===== src/rtl/mpuf_pkg.sv =====
// Shared types and constants for the MPUF challenge/response sequencer.
package mpuf_pkg;

   // Width of the challenge and of the obfuscated challenge
   localparam int unsigned CHAL_W = 3;

   // Default timing parameters
   localparam int unsigned CLEAR_CYCLES_DEF  = 2;
   localparam int unsigned SETTLE_CYCLES_DEF = 8;
   localparam int unsigned NUM_SAMPLES_DEF   = 5;

   typedef enum logic [2:0] {
      StIdle,
      StClr,
      StSettle,
      StSample,
      StDone
   } state_e;

   // Largest of three phase lengths; sizes the shared phase counter
   function automatic int unsigned max3(input int unsigned a, input int unsigned b,
                                        input int unsigned c);
      int unsigned m;
      m = a;
      if (b > m) m = b;
      if (c > m) m = c;
      return m;
   endfunction

endpackage


===== src/rtl/mpuf_vote_acc.sv =====
// Per-bit ones counting, majority vote and stability tracking of sampled C_bar.
module mpuf_vote_acc
   import mpuf_pkg::*;
#(
   parameter int unsigned NUM_SAMPLES = NUM_SAMPLES_DEF
) (
   input  logic              clk,
   input  logic              rst_n,
   input  logic              acc_clear,
   input  logic              enable,
   input  logic [CHAL_W-1:0] sample,
   output logic [CHAL_W-1:0] cbar,
   output logic              stable
);

   localparam int unsigned   CW   = $clog2(NUM_SAMPLES + 1);
   localparam logic [CW-1:0] HALF = CW'(NUM_SAMPLES / 2);

   logic [CHAL_W-1:0][CW-1:0] ones_q;
   logic [CHAL_W-1:0]         first_q;
   logic                      have_first_q;
   logic                      stable_q;

   // Accumulate ones per bit; stability compares each sample with the first one
   always_ff @(posedge clk or negedge rst_n) begin
      if (!rst_n) begin
         ones_q       <= '0;
         first_q      <= '0;
         have_first_q <= 1'b0;
         stable_q     <= 1'b0;
      end else if (acc_clear) begin
         ones_q       <= '0;
         first_q      <= '0;
         have_first_q <= 1'b0;
         stable_q     <= 1'b0;
      end else if (enable) begin
         for (int i = 0; i < CHAL_W; i++) begin
            ones_q[i] <= ones_q[i] + CW'(sample[i]);
         end
         if (!have_first_q) begin
            first_q      <= sample;
            have_first_q <= 1'b1;
            stable_q     <= 1'b1;
         end else if (sample != first_q) begin
            stable_q <= 1'b0;
         end
      end
   end

   // Majority decided from registered counts only, so no path from sample to cbar
   always_comb begin
      cbar = '0;
      for (int i = 0; i < CHAL_W; i++) begin
         cbar[i] = (ones_q[i] > HALF);
      end
   end

   assign stable = stable_q;

endmodule


===== src/rtl/mpuf_crp_sequencer.sv =====
// Sequencer for one CRP evaluation: clear the PUF pair, let it settle, sample
// the obfuscated challenge several times and hand back a majority-voted result.
module mpuf_crp_sequencer
   import mpuf_pkg::*;
#(
   parameter int unsigned CLEAR_CYCLES  = CLEAR_CYCLES_DEF,
   parameter int unsigned SETTLE_CYCLES = SETTLE_CYCLES_DEF,
   parameter int unsigned NUM_SAMPLES   = NUM_SAMPLES_DEF
) (
   input  logic              clk,
   input  logic              clear,
   input  logic              req_valid,
   input  logic [CHAL_W-1:0] req_chal,
   output logic              req_ready,
   output logic              puf_clear,
   output logic [CHAL_W-1:0] puf_chal,
   input  logic [CHAL_W-1:0] puf_cbar,
   output logic              resp_valid,
   input  logic              resp_ready,
   output logic [CHAL_W-1:0] resp_cbar,
   output logic              resp_stable,
   output logic              busy
);

   if (NUM_SAMPLES < 1 || (NUM_SAMPLES % 2) == 0) begin : g_bad_num_samples
      $error("NUM_SAMPLES must be odd and at least 1");
   end
   if (CLEAR_CYCLES < 1 || SETTLE_CYCLES < 1) begin : g_bad_phase_len
      $error("CLEAR_CYCLES and SETTLE_CYCLES must be at least 1");
   end

   localparam int unsigned      MAX_PHASE  = max3(CLEAR_CYCLES, SETTLE_CYCLES, NUM_SAMPLES);
   localparam int unsigned      CNT_W      = $clog2(MAX_PHASE + 1);
   localparam logic [CNT_W-1:0] CLR_LAST   = CNT_W'(CLEAR_CYCLES - 1);
   localparam logic [CNT_W-1:0] SETL_LAST  = CNT_W'(SETTLE_CYCLES - 1);
   localparam logic [CNT_W-1:0] SMPL_LAST  = CNT_W'(NUM_SAMPLES - 1);
   localparam logic [CNT_W-1:0] CNT_ONE    = CNT_W'(1);

   state_e           state_q;
   logic [CNT_W-1:0] cnt_q;
   logic             accept;

   assign accept = (state_q == StIdle) && req_valid && req_ready;

   // Main FSM; all outputs except the vote result are registered here
   always_ff @(posedge clk or negedge clear) begin
      if (!clear) begin
         state_q    <= StIdle;
         cnt_q      <= '0;
         puf_clear  <= 1'b1;
         puf_chal   <= '0;
         req_ready  <= 1'b0;
         busy       <= 1'b0;
         resp_valid <= 1'b0;
      end else begin
         unique case (state_q)
            StIdle: begin
               puf_clear <= 1'b0;
               if (accept) begin
                  puf_chal  <= req_chal;
                  puf_clear <= 1'b1;
                  req_ready <= 1'b0;
                  busy      <= 1'b1;
                  cnt_q     <= '0;
                  state_q   <= StClr;
               end else begin
                  req_ready <= 1'b1;
               end
            end
            StClr: begin
               if (cnt_q == CLR_LAST) begin
                  cnt_q     <= '0;
                  puf_clear <= 1'b0;
                  state_q   <= StSettle;
               end else begin
                  cnt_q <= cnt_q + CNT_ONE;
               end
            end
            StSettle: begin
               if (cnt_q == SETL_LAST) begin
                  cnt_q   <= '0;
                  state_q <= StSample;
               end else begin
                  cnt_q <= cnt_q + CNT_ONE;
               end
            end
            StSample: begin
               if (cnt_q == SMPL_LAST) begin
                  cnt_q      <= '0;
                  resp_valid <= 1'b1;
                  state_q    <= StDone;
               end else begin
                  cnt_q <= cnt_q + CNT_ONE;
               end
            end
            StDone: begin
               if (resp_ready) begin
                  resp_valid <= 1'b0;
                  busy       <= 1'b0;
                  req_ready  <= 1'b1;
                  state_q    <= StIdle;
               end
            end
            default: begin
               state_q <= StIdle;
            end
         endcase
      end
   end

   // Counters restart on accept, so each evaluation votes only over its own samples
   mpuf_vote_acc #(
      .NUM_SAMPLES(NUM_SAMPLES)
   ) u_vote_acc (
      .clk      (clk),
      .rst_n    (clear),
      .acc_clear(accept),
      .enable   (state_q == StSample),
      .sample   (puf_cbar),
      .cbar     (resp_cbar),
      .stable   (resp_stable)
   );

endmodule

===== config.mk =====
export PLATFORM = sky130hd
export DESIGN_NAME = mpuf_crp_sequencer
export DESIGN_NICKNAME = d
export VERILOG_FILES = /design/src/rtl/mpuf_pkg.sv /design/src/rtl/mpuf_vote_acc.sv /design/src/rtl/mpuf_crp_sequencer.sv
export SDC_FILE = /design/constraint.sdc
export NUM_CORES = 1
export LEC_CHECK = 0
export CORE_MARGIN = 2
export CORE_UTILIZATION = 48
export DETAILED_ROUTE_END_ITERATION = 10
export PLACE_DENSITY = 0.74
export SLEW_MARGIN = 20
export SYNTH_ARGS = -nofsm -noshare
export SYNTH_HDL_FRONTEND = slang
export SYNTH_HIERARCHICAL = 1
export SYNTH_SLANG_ARGS = --single-unit

===== constraint.sdc =====
create_clock -name clk -period 1.8 [get_ports clk]
set_input_delay 0.45 -clock clk [delete_from_list [all_inputs] [get_ports clk]]
set_output_delay 0.45 -clock clk [all_outputs]
set_load 0.01 [all_outputs]

Yosys cells after proc, flatten, opt, wreduce, memory -nomap -nowiden:

Cells that the tools add are included.

* register bits: 28
* bits of input ports: 10
* output and inout bits: 11
* logic and storage cells: 85

* $add $sub $neg: 4
* magnitude comparators: 3
* equal/unequal tests: 15
* mux-type cells: 33
* reductions and logical operators: 17

Operator list (number)
* 2-to-1 mux 3 bit: 8
* 2-to-1 mux 9 bit: 2
* 2-to-1 mux 4 bit: 4
* one-hot mux 4 bit (4 select lines): 1
* one-hot mux 3 bit (5 select lines): 1
* 2-to-1 mux 1 bit: 13
* inequality test 2 bit (second input constant): 6
* AND reduction 2 bit: 6
* adder 3 x 1 -> 3 bit: 3
* greater-than comparator 3 x 2 -> 1 bit (second input constant): 3
* == test 4 x 3 -> 1 bit (second input constant): 2
* one-hot mux 1 bit (2 select lines): 4
* nonzero test 2 bit: 4
* == test 3 x 2 -> 1 bit (second input constant): 2
* AND reduction 3 bit: 2
* AND reduction 5 bit: 1
* adder 4 x 1 -> 4 bit (second input constant): 1
* == test 4 x 1 -> 1 bit (second input constant): 1
* nonzero test 4 bit: 1
* == test 3 x 1 -> 1 bit (second input constant): 1
* == test 3 bit (second input constant): 1
* logical NOT 3 bit: 1
* inequality test 3 bit: 1
* inequality test 3 bit (second input constant): 1
* logical AND 1 bit: 2

Logic depth before layout (Yosys ltp):

Gate-level depths: netlist of the first run.

* depth in word-level cells: 5
* depth in mapped cells: 7
* mapped depth without buffers: 6

Cells and area by module:

The synthesis of the first run kept the hierarchy.

By module, submodules not included
* mpuf_crp_sequencer: instances 1, cells each 75, area each 763.2 sq um, seq. area each 351.6 sq um
* mpuf_vote_acc: instances 1, cells each 62, area each 720.7 sq um, seq. area each 350.3 sq um

Least setup slack after synthesis of the first run:

OpenSTA, ideal clock, no wires.

* path type: reg2reg
* from: reg cnt_q[1]
* to: reg cnt_q[1]
* library setup time: 0.121 ns
* arrival: 1.535 ns
* required time: 1.679 ns
* setup slack: 0.144 ns
* cell stages (with the launch flop): 6
* path buffers: 0
* clock period less this slack: 1.656 ns
* cell sequence: dfrtp_1 > inv_1 > ha_1 > or4b_4 > a32o_2 > a22o_1

* cells in the longest elaborated chain, start to end: 3
* elaborated cells on any way between the ends: 8
* those cells by class: add/sub (1); eq/ne (3); mux (4)

Ends and longest elaborated chain
* from (decl): line mpuf_crp_sequencer.sv:40 `logic [CNT_W-1:0] cnt_q;`
* from (signal assigned): line mpuf_crp_sequencer.sv:76 `cnt_q <= cnt_q + CNT_ONE;`
* from (signal assigned): line mpuf_crp_sequencer.sv:84 `cnt_q <= cnt_q + CNT_ONE;`
* from (signal assigned): line mpuf_crp_sequencer.sv:93 `cnt_q <= cnt_q + CNT_ONE;`
* adder 4 x 1 -> 4 bit (tied with other cells): line mpuf_crp_sequencer.sv:76, mpuf_crp_sequencer.sv:84, mpuf_crp_sequencer.sv:93
* 2-to-1 mux 4 bit (on tied branches): line mpuf_crp_sequencer.sv:88, mpuf_crp_sequencer.sv:71, mpuf_crp_sequencer.sv:80
* one-hot mux 4 bit (4 select lines) *: line mpuf_crp_sequencer.sv:56 `unique case (state_q)`

Mark *: on every way between the ends. The rest lies on a longest branch, timed or not.
A chain may end at the register's enable or synchronous reset.

Final worst setup path of the first run:

Same ends and word-level chain as after synthesis.

==> summary.md, run 1 <==
| Metric | Value |
|---|---|
| First-pass detailed-route iteration total | 4 |
| Critical R2R Capture | cnt_q[1] |
| Width of the chip | just under 60 um |
| Post-synthesis adder-cell area fraction | 0.07589 |
| Main synth FF type | dfrtp_1 |
| Vias per cell | about 5.4 |
| Synthesized area per cell | roughly 11 um2 |
| Area leader, netlist | dfrtp_1 |
| Post-route ant nets | 0 |
| Post-Synthesis Cell Area | between 1000 and 1500 um2 |
| Post-Syn Nets | 156 |
| Worst VDD drop | about 0.67 mV |
| Crit. End Element | flip-flop |
| GRT Overall Usage | 0.1795 |
| Final setup viols | 0 |
| Crit-path max FO | 4 |
| FF-to-FF path depth | 5 |
| Design area | roughly 1800 um2 |
| Dpl ws | -0.1166 ns |
| Final net count | ~190 |
| P&R area growth vs syn | 23.86% |
| Post-synth EDFFs | 0 |
| Outcome | finished, final reports clean |
| Clk_lat worst skew | 0.33 ns |
| Grt ovf | 0 |
| Fillers | 280 |
| Seq/Total Area, Yosys | 0.4730 |
| Largest family of logic cells by synthesized area | simple AND/OR/NAND/NOR gates |
| Root buffer cell | clkbuf_4 |
| Post-route DRC | 0 |
| Largest stage delay on the critical path | 0.47 ns |
| Maxcap violations | 0 |
| Num CTS Buffers | 3 |
| Dominant cells by area after synthesis | dfrtp_1, ha_1, mux2i_1 |
| Clock buffer depth | 2 |
| Core Util, Final | 0.6121 |
| Synth top cells by count | dfrtp_1, nor2_1, ha_1, mux2i_1, nand2_1 |
| Actual slew at the worst max-slew pin | between 0.3 and 0.4 ns |
| Placed inst area | 1762 um2 |
| Slowest-stage cell, CP | or4b_4 |
| P_leak | 0.9022 nW |
| Final HPWL DP | approximately 2100 um |
| WL/cell | 13.67 um |
| Post-Synthesis Cells | between 100 and 150 |
| Yosys reg bits | 28 |
| Required @ worst endpoint | ~2.0 ns |
| Number of diodes | 0 |
| Sink Count | 28 |
| Post-synth top area share | 0.4553 |
| Initial Utilization | 0.4942 |
| Die H | 59.60 um |
| Worst endpoint data arrival time | about 2 ns |
| Most frequent cell after synthesis | dfrtp_1 |
| Total Wirelength | ~2800 um |
| Power per cell area | about 1600 nW/um2 |
| Placed cells | around 190 |
| Asr flop ratio synth | 1.000 |
| Reg2reg setup slack | between 0.07 and 0.08 ns |
| CORE AREA | 3003 um2 |
| Fin crit period | roughly 1.7 ns |
| Boundary Pins | 21 |
| Endpoints failing hold | 0 |
| DR iter-0 viols | 57 |
| Critical path capture point | cnt_q[1] |
| H-tree Lvls | 1 |
| Largest net degree at the start of global routing | 29 |
| Initial antenna violation count | 0 |
| Compound-gate portion of the synthesized area | 0.1121 |
| Worst hold path type | input port to asynchronous set/reset pin |
| Final Worst Setup Slack | just over 0.07 ns |
| CP startpoint | cnt_q[1] |
| Fraction of layout cells with a size suffix above 1 | 0.2267 |
| Post-synthesis mux area share | 0.08347 |
| Port bufs | 20 |
| Rel. slew slack | 0.7447 |
| Max-slew violations | 0 |
| Maximum clock rate | slightly below 0.6 GHz |
| Final Non-Filler Cells | 205 |
| Reg2reg start | cnt_q[1] |
| Clock Pin Slew Worst Setup and Hold Paths | ~0.15 ns |
| CTS tree | built |
| Via Count | 1117 |
| Xor/xnor share of the synthesized area | 0.04722 |
| Die Area | 3552 um2 |
| Vias in the first global route | around 1100 |
| Setup Skew | 0.003097 ns |
| Global-route wire length before repair | slightly below 5000 um |
| Final worst path period share | 0.9600 |
| RePlAce Congestion | between 0.8 and 0.9 |
| Row cnt | 20 |
| Total power | 2.954 mW |
| Synth Area in Simple Gates | 0.1695 |
| Ys Warns | 6 |
| Startpoint types | flip-flop |
| Worst-path cell chain | inv_2 -> ha_2 -> or4b_4 -> a32o_2 -> a22o_1 |
| Critical path type | flip-flop to flip-flop |
| RSZ-0062 raised after global routing | no |
| Netlist cell types | 41 |
## worst min path at each step
stage	startpoint	to	slack [ns]	depth (start not counted)
finish	clear	resp_valid	0.47	2
global route	clear	u_vote_acc/ones_q[5]	0.49	2
CTS	clear	u_vote_acc/ones_q[5]	0.48	2
detailed placement	u_vote_acc/have_first_q	u_vote_acc/have_first_q	0.48	2
global placement	u_vote_acc/have_first_q	u_vote_acc/have_first_q	0.47	2
floorplan	clear	busy	0.15	0
## power breakdown
group | internal (mW) | switching (mW) | leakage [nW]
clock | 0.0870 | 0.186 | 0.0150
combinational | 0.840 | 0.743 | 0.545
sequential | 0.901 | 0.198 | 0.342
total | 1.83 | 1.13 | 0.902
## metal layers
layer | global-route usage | routed length [um] | vias to the layer above
met5 | 0 | 0 | -
met4 | 0.08571 | 55 | 0
met3 | 0.01965 | 93 | 6
met2 | 0.3093 | 1411 | 29
met1 | 0.2232 | 1243 | 543
li1 | - | - | 539
## layout make-up
type | count | area [um2] | share of cell area
tap | 33 | 41.29 | 0.02246
sequential | 28 | 701.9 | 0.3819
multi-input combinational | 98 | 726.9 | 0.3955
clock buffer | 4 | 26.28 | 0.01430
inverter | 5 | 18.77 | 0.01021
timing repair buffer | 37 | 322.8 | 0.1756
## metrics by stage
| stage | hold slack [ns] | TNS, ns |
|---|---|---|
| global route | 0.4886 | 0 |
| global placement | 0.4686 | -0.3595 |
| CTS | 0.4762 | 0 |
| detailed placement | 0.4826 | -0.7574 |
| floorplan | 0.1544 | 0 |
| finish | 0.4729 | 0 |
## registers in the layout, indices dropped and copies added (netlist names)
| register | flops |
|---|---|
| u_vote_acc/stable | 1 |
| resp_valid | 1 |
| puf_chal | 3 |
| puf_clear | 1 |
| busy | 1 |
| cnt_q | 4 |
| u_vote_acc/first_q | 3 |
| u_vote_acc/have_first_q | 1 |
| req_ready | 1 |
| u_vote_acc/ones_q | 9 |
| state_q | 3 |
## cell families after synthesis
| kind of cell | after synthesis |
|---|---|
| simple gates | 46 |
| flops | 28 |
| compound gates | 23 |
| mux | 12 |
| buf+inv | 11 |
| fa+ha+maj | 9 |
| xor+xnor | 8 |
## worst max-delay path: cells and delay by family (launching register included)
kind	cells	cell delay, ns
fa+ha+maj	1	0.17
compound gates	2	0.48
simple gates	1	0.47
flops	1	0.44
buf+inv	1	0.07
## cell usage in the layout (no fill, tap or decap), types with 2 or more instances in the layout
cell type and count:
nor2_2 2, mux2_2 3, nor2_1 20, ha_1 8, clkdlybuf4s50_1 16, xnor2_1 4, a21o_1 5, buf_4 17
clkbuf_4 3, dlygate4sd2_1 4, xor2_1 4, nand2_4 2, o21ai_0 3, dfrtp_1 27, nand2_1 8, mux2i_1 9
inv_2 2, a21oi_1 4, inv_1 3, a31oi_1 2, nand3b_1 3
## timing repair
item,CTS,global route
pin swaps,0,1
setup endpoints to repair,4,3
setup buffers,5,2
gates resized for setup,4,2
hold buffers,0,0
Note: power is estimated with default switching activity, not from simulation.
==> inputs of run 2 (changes only) <==
--- a/constraint.sdc
+++ b/constraint.sdc
@@ -3,2 +3,2 @@
 set_output_delay 0.45 -clock clk [all_outputs]
-set_load 0.01 [all_outputs]
+set_load 0.05 [all_outputs]
==> summary.md, run 2 (same netlist as run 1, synthesis figures left out) <==
| Metric | Value |
|---|---|
| Multi-input logic area | 726.9 um2 (unchanged) |
| Rel. slew slack | 0.7489 (+0.004220) |
| Num CTS Buffers | 3 (unchanged) |
| Final worst path period share | 0.9599 (about the same) |
| Clock Pin Slew Worst Setup and Hold Paths | 0.16 ns (about the same) |
| Worst endpoint data arrival time | 1.97 ns (about the same) |
| # hold bufs at CTS | 0 (unchanged) |
| Outcome | finished, final reports clean |
| Combinational share of power | 0.562 (+0.026) |
| GRT Overall Usage | 0.1795 (unchanged) |
| Sink Count | 28 (unchanged) |
| DR iter-0 viols | 43 (-25%) |
| Total Wirelength | 2822 um (+0.68%) |
| Number of diodes | 0 (unchanged) |
| Vias per cell | 5.395 (-0.99%) |
| Power per cell area | 1903 nW/um2 (+18%) |
| Met2 Routed Length | 1393 um (-1.3%) |
| Global-route wire length before repair | 4733 um (-1.4%) |
| CTS tree | built |
| Met1 WL | 1259 um (+1.3%) |
| Max-slew violations | 0 (unchanged) |
| Post-route DRC | 0 (unchanged) |
| Max reg flops | 9 (unchanged) |
| Width of the chip | 59.60 um (unchanged) |
| Clock buffer depth | 2 (unchanged) |
| RePlAce Congestion | 0.8066 (about the same) |
| Die Area | 3552 um2 (unchanged) |
| Critical path type | flip-flop to flip-flop |
| Root buffer cell | clkbuf_4 |
| Clk pwr share | 0.119 (+0.027) |
| Required @ worst endpoint | 2.04 ns (about the same) |
| Register with the most flip-flops | u_vote_acc/ones_q |
| Setup Skew | 0.01115 ns (+0.008055 ns) |
| Post-route ant nets | 0 (unchanged) |
| Final setup viols | 0 (unchanged) |
| Maxcap violations | 0 (unchanged) |
| Startpoint types | flip-flop |
| Die H | 59.60 um (unchanged) |
| Highest Signal Layer | met4 |
| Initial Utilization | 0.4942 (unchanged) |
| Most frequent cells in the layout | dfrtp_1, nor2_1, buf_4 |
| Vias in the first global route | 1062 (-6.3%) |
| First-pass detailed-route iteration total | 4 (unchanged) |
| Register area | 701.9 um2 (unchanged) |
| CORE AREA | 3003 um2 (unchanged) |
| Dpl ws | -0.1326 ns (-0.01599 ns) |
| P&R area growth vs syn | 24.96% |
| Initial antenna violation count | 0 (unchanged) |
| Fillers | 258 (-7.9%) |
| H-tree Lvls | 1 (unchanged) |
| Grt ovf | 0 (unchanged) |
| Fin crit period | 1.728 ns (-0.0001324 ns) |
| Switching share of power | 0.4216 (+0.04043) |
| Commonest non-fill, non-tap cell in the layout | dfrtp_1 |
| Clk_lat worst skew | 0.34 ns (about the same) |
| Crit. End Element | flip-flop |
| Maximum clock rate | 0.5788 GHz (about the same) |
| Via Count | 1079 (-3.4%) |
| Worst VDD drop | 0.9629 mV (+44%) |
| Port bufs | 20 (unchanged) |
| Endpoints failing hold | 0 (unchanged) |
| Final HPWL DP | 2130 um (+3.5%) |
| Row cnt | 20 (unchanged) |
| P_leak | 0.8996 nW (-0.29%) |
| Placed cells | 194 (unchanged) |
| Actual slew at the worst max-slew pin | 0.3746 ns (-0.006295 ns) |
| Worst hold path type | input port to asynchronous set/reset pin |
| RSZ-0062 raised after global routing | no |
| Min Hold Slack | 0.4531 ns (-0.01978 ns) |
| Setup_tns | 0 ns (unchanged) |
| Fraction of layout cells with a size suffix above 1 | 0.2754 (+0.04870) |
| Final Non-Filler Cells | 200 (-2.4%) |
| Biggest regs | u_vote_acc/ones_q: 9 flops, cnt_q: 4 flops |
| Final Worst Setup Slack | 0.07215 ns (+0.0001324 ns) |
| P_sw | 1.488 mW (+32%) |
| Power Internal | 2.041 mW (+12%) |
| Seq pwr share | 0.319 (-0.053) |
| Crit-path max FO | 4 (unchanged) |
| Largest net degree at the start of global routing | 29 (unchanged) |
| WL/cell | 14.11 um (+3.2%) |
| WL met3 | 108 um (+16%) |
| Boundary Pins | 21 (unchanged) |
| Final net count | 187 (-2.6%) |
==> run 2: worst max-delay path: stages (launching register included) <==
cell	delay [ns]
dfrtp_1	0.43
inv_2	0.07
ha_2	0.17
or4b_4	0.47
a32o_2	0.32
a22o_1	0.18
==> run 2: path summary, 6_finish.rpt <==
| path | startpoint | end | slack [ns] | cells past startpoint |
|---|---|---|---|---|
| worst max-delay path | cnt_q[1] | cnt_q[1] | 0.07 | 5 |
| max in group asynchronous | clear | puf_clear | 1.03 | 2 |
| worst min-delay path | clear | u_vote_acc/ones_q[5] | 0.45 | 2 |
| min in group clk | u_vote_acc/have_first_q | u_vote_acc/have_first_q | 0.52 | 2 |
| worst min register to register | u_vote_acc/have_first_q | u_vote_acc/have_first_q | 0.52 | 2 |
| worst max register to register | cnt_q[1] | cnt_q[1] | 0.07 | 5 |
==> run 2: power groups by stage <==
stage          registers, mW  clock network, mW  logic (mW)
2_1_floorplan           1.29                  0        1.17
3_5_place_dp            1.14                  0        1.96
5_1_grt                 1.17              0.461        2.14
6_report                1.13              0.420        1.98
3_3_place_gp            1.12                  0        1.89
4_1_cts                 1.13              0.428        1.97
==> run 2: repair_timing <==
item | in CTS | in global routing
hold endpoints to repair | 0 | 0
endpoints found under the setup margin | 0 | 4
gates resized for setup | 0 | 2
buffers inserted | 0 | 2
==> run 2: cell type report <==
class | instances | area share
Tap cell | 33 | 0.02227
Timing Repair Buffer | 32 | 0.1687
Clock inverter | 1 | 0.01619
Multi-Input combinational cell | 98 | 0.3920
Clock buffer | 3 | 0.01215
Inverter | 5 | 0.01012
Sequential cell | 28 | 0.3785
==> run 2: routing by layer <==
metal	track usage	vias up
met5	0	-
met4	0.08571	0
met3	0.02620	5
met2	0.2967	23
met1	0.2301	515
li1	-	536
==> run 2: metrics by stage <==
stage / utilization / power (mW) / instance area, um2
2_1_floorplan: - / 2.459 / 1484
3_3_place_gp: 0.5942 / 3.010 / 1784
3_5_place_dp: 0.5942 / 3.105 / 1784
4_1_cts: 0.6117 / 3.527 / 1837
5_1_grt: 0.6175 / 3.770 / 1854
6_report: 0.6175 / 3.529 / 1854
==> inputs of run 3 (changes only) <==
- SLEW_MARGIN: 20 -> default
==> results of run 3 <==
The final DEF is identical to that of run 2; final timing and power are the same.
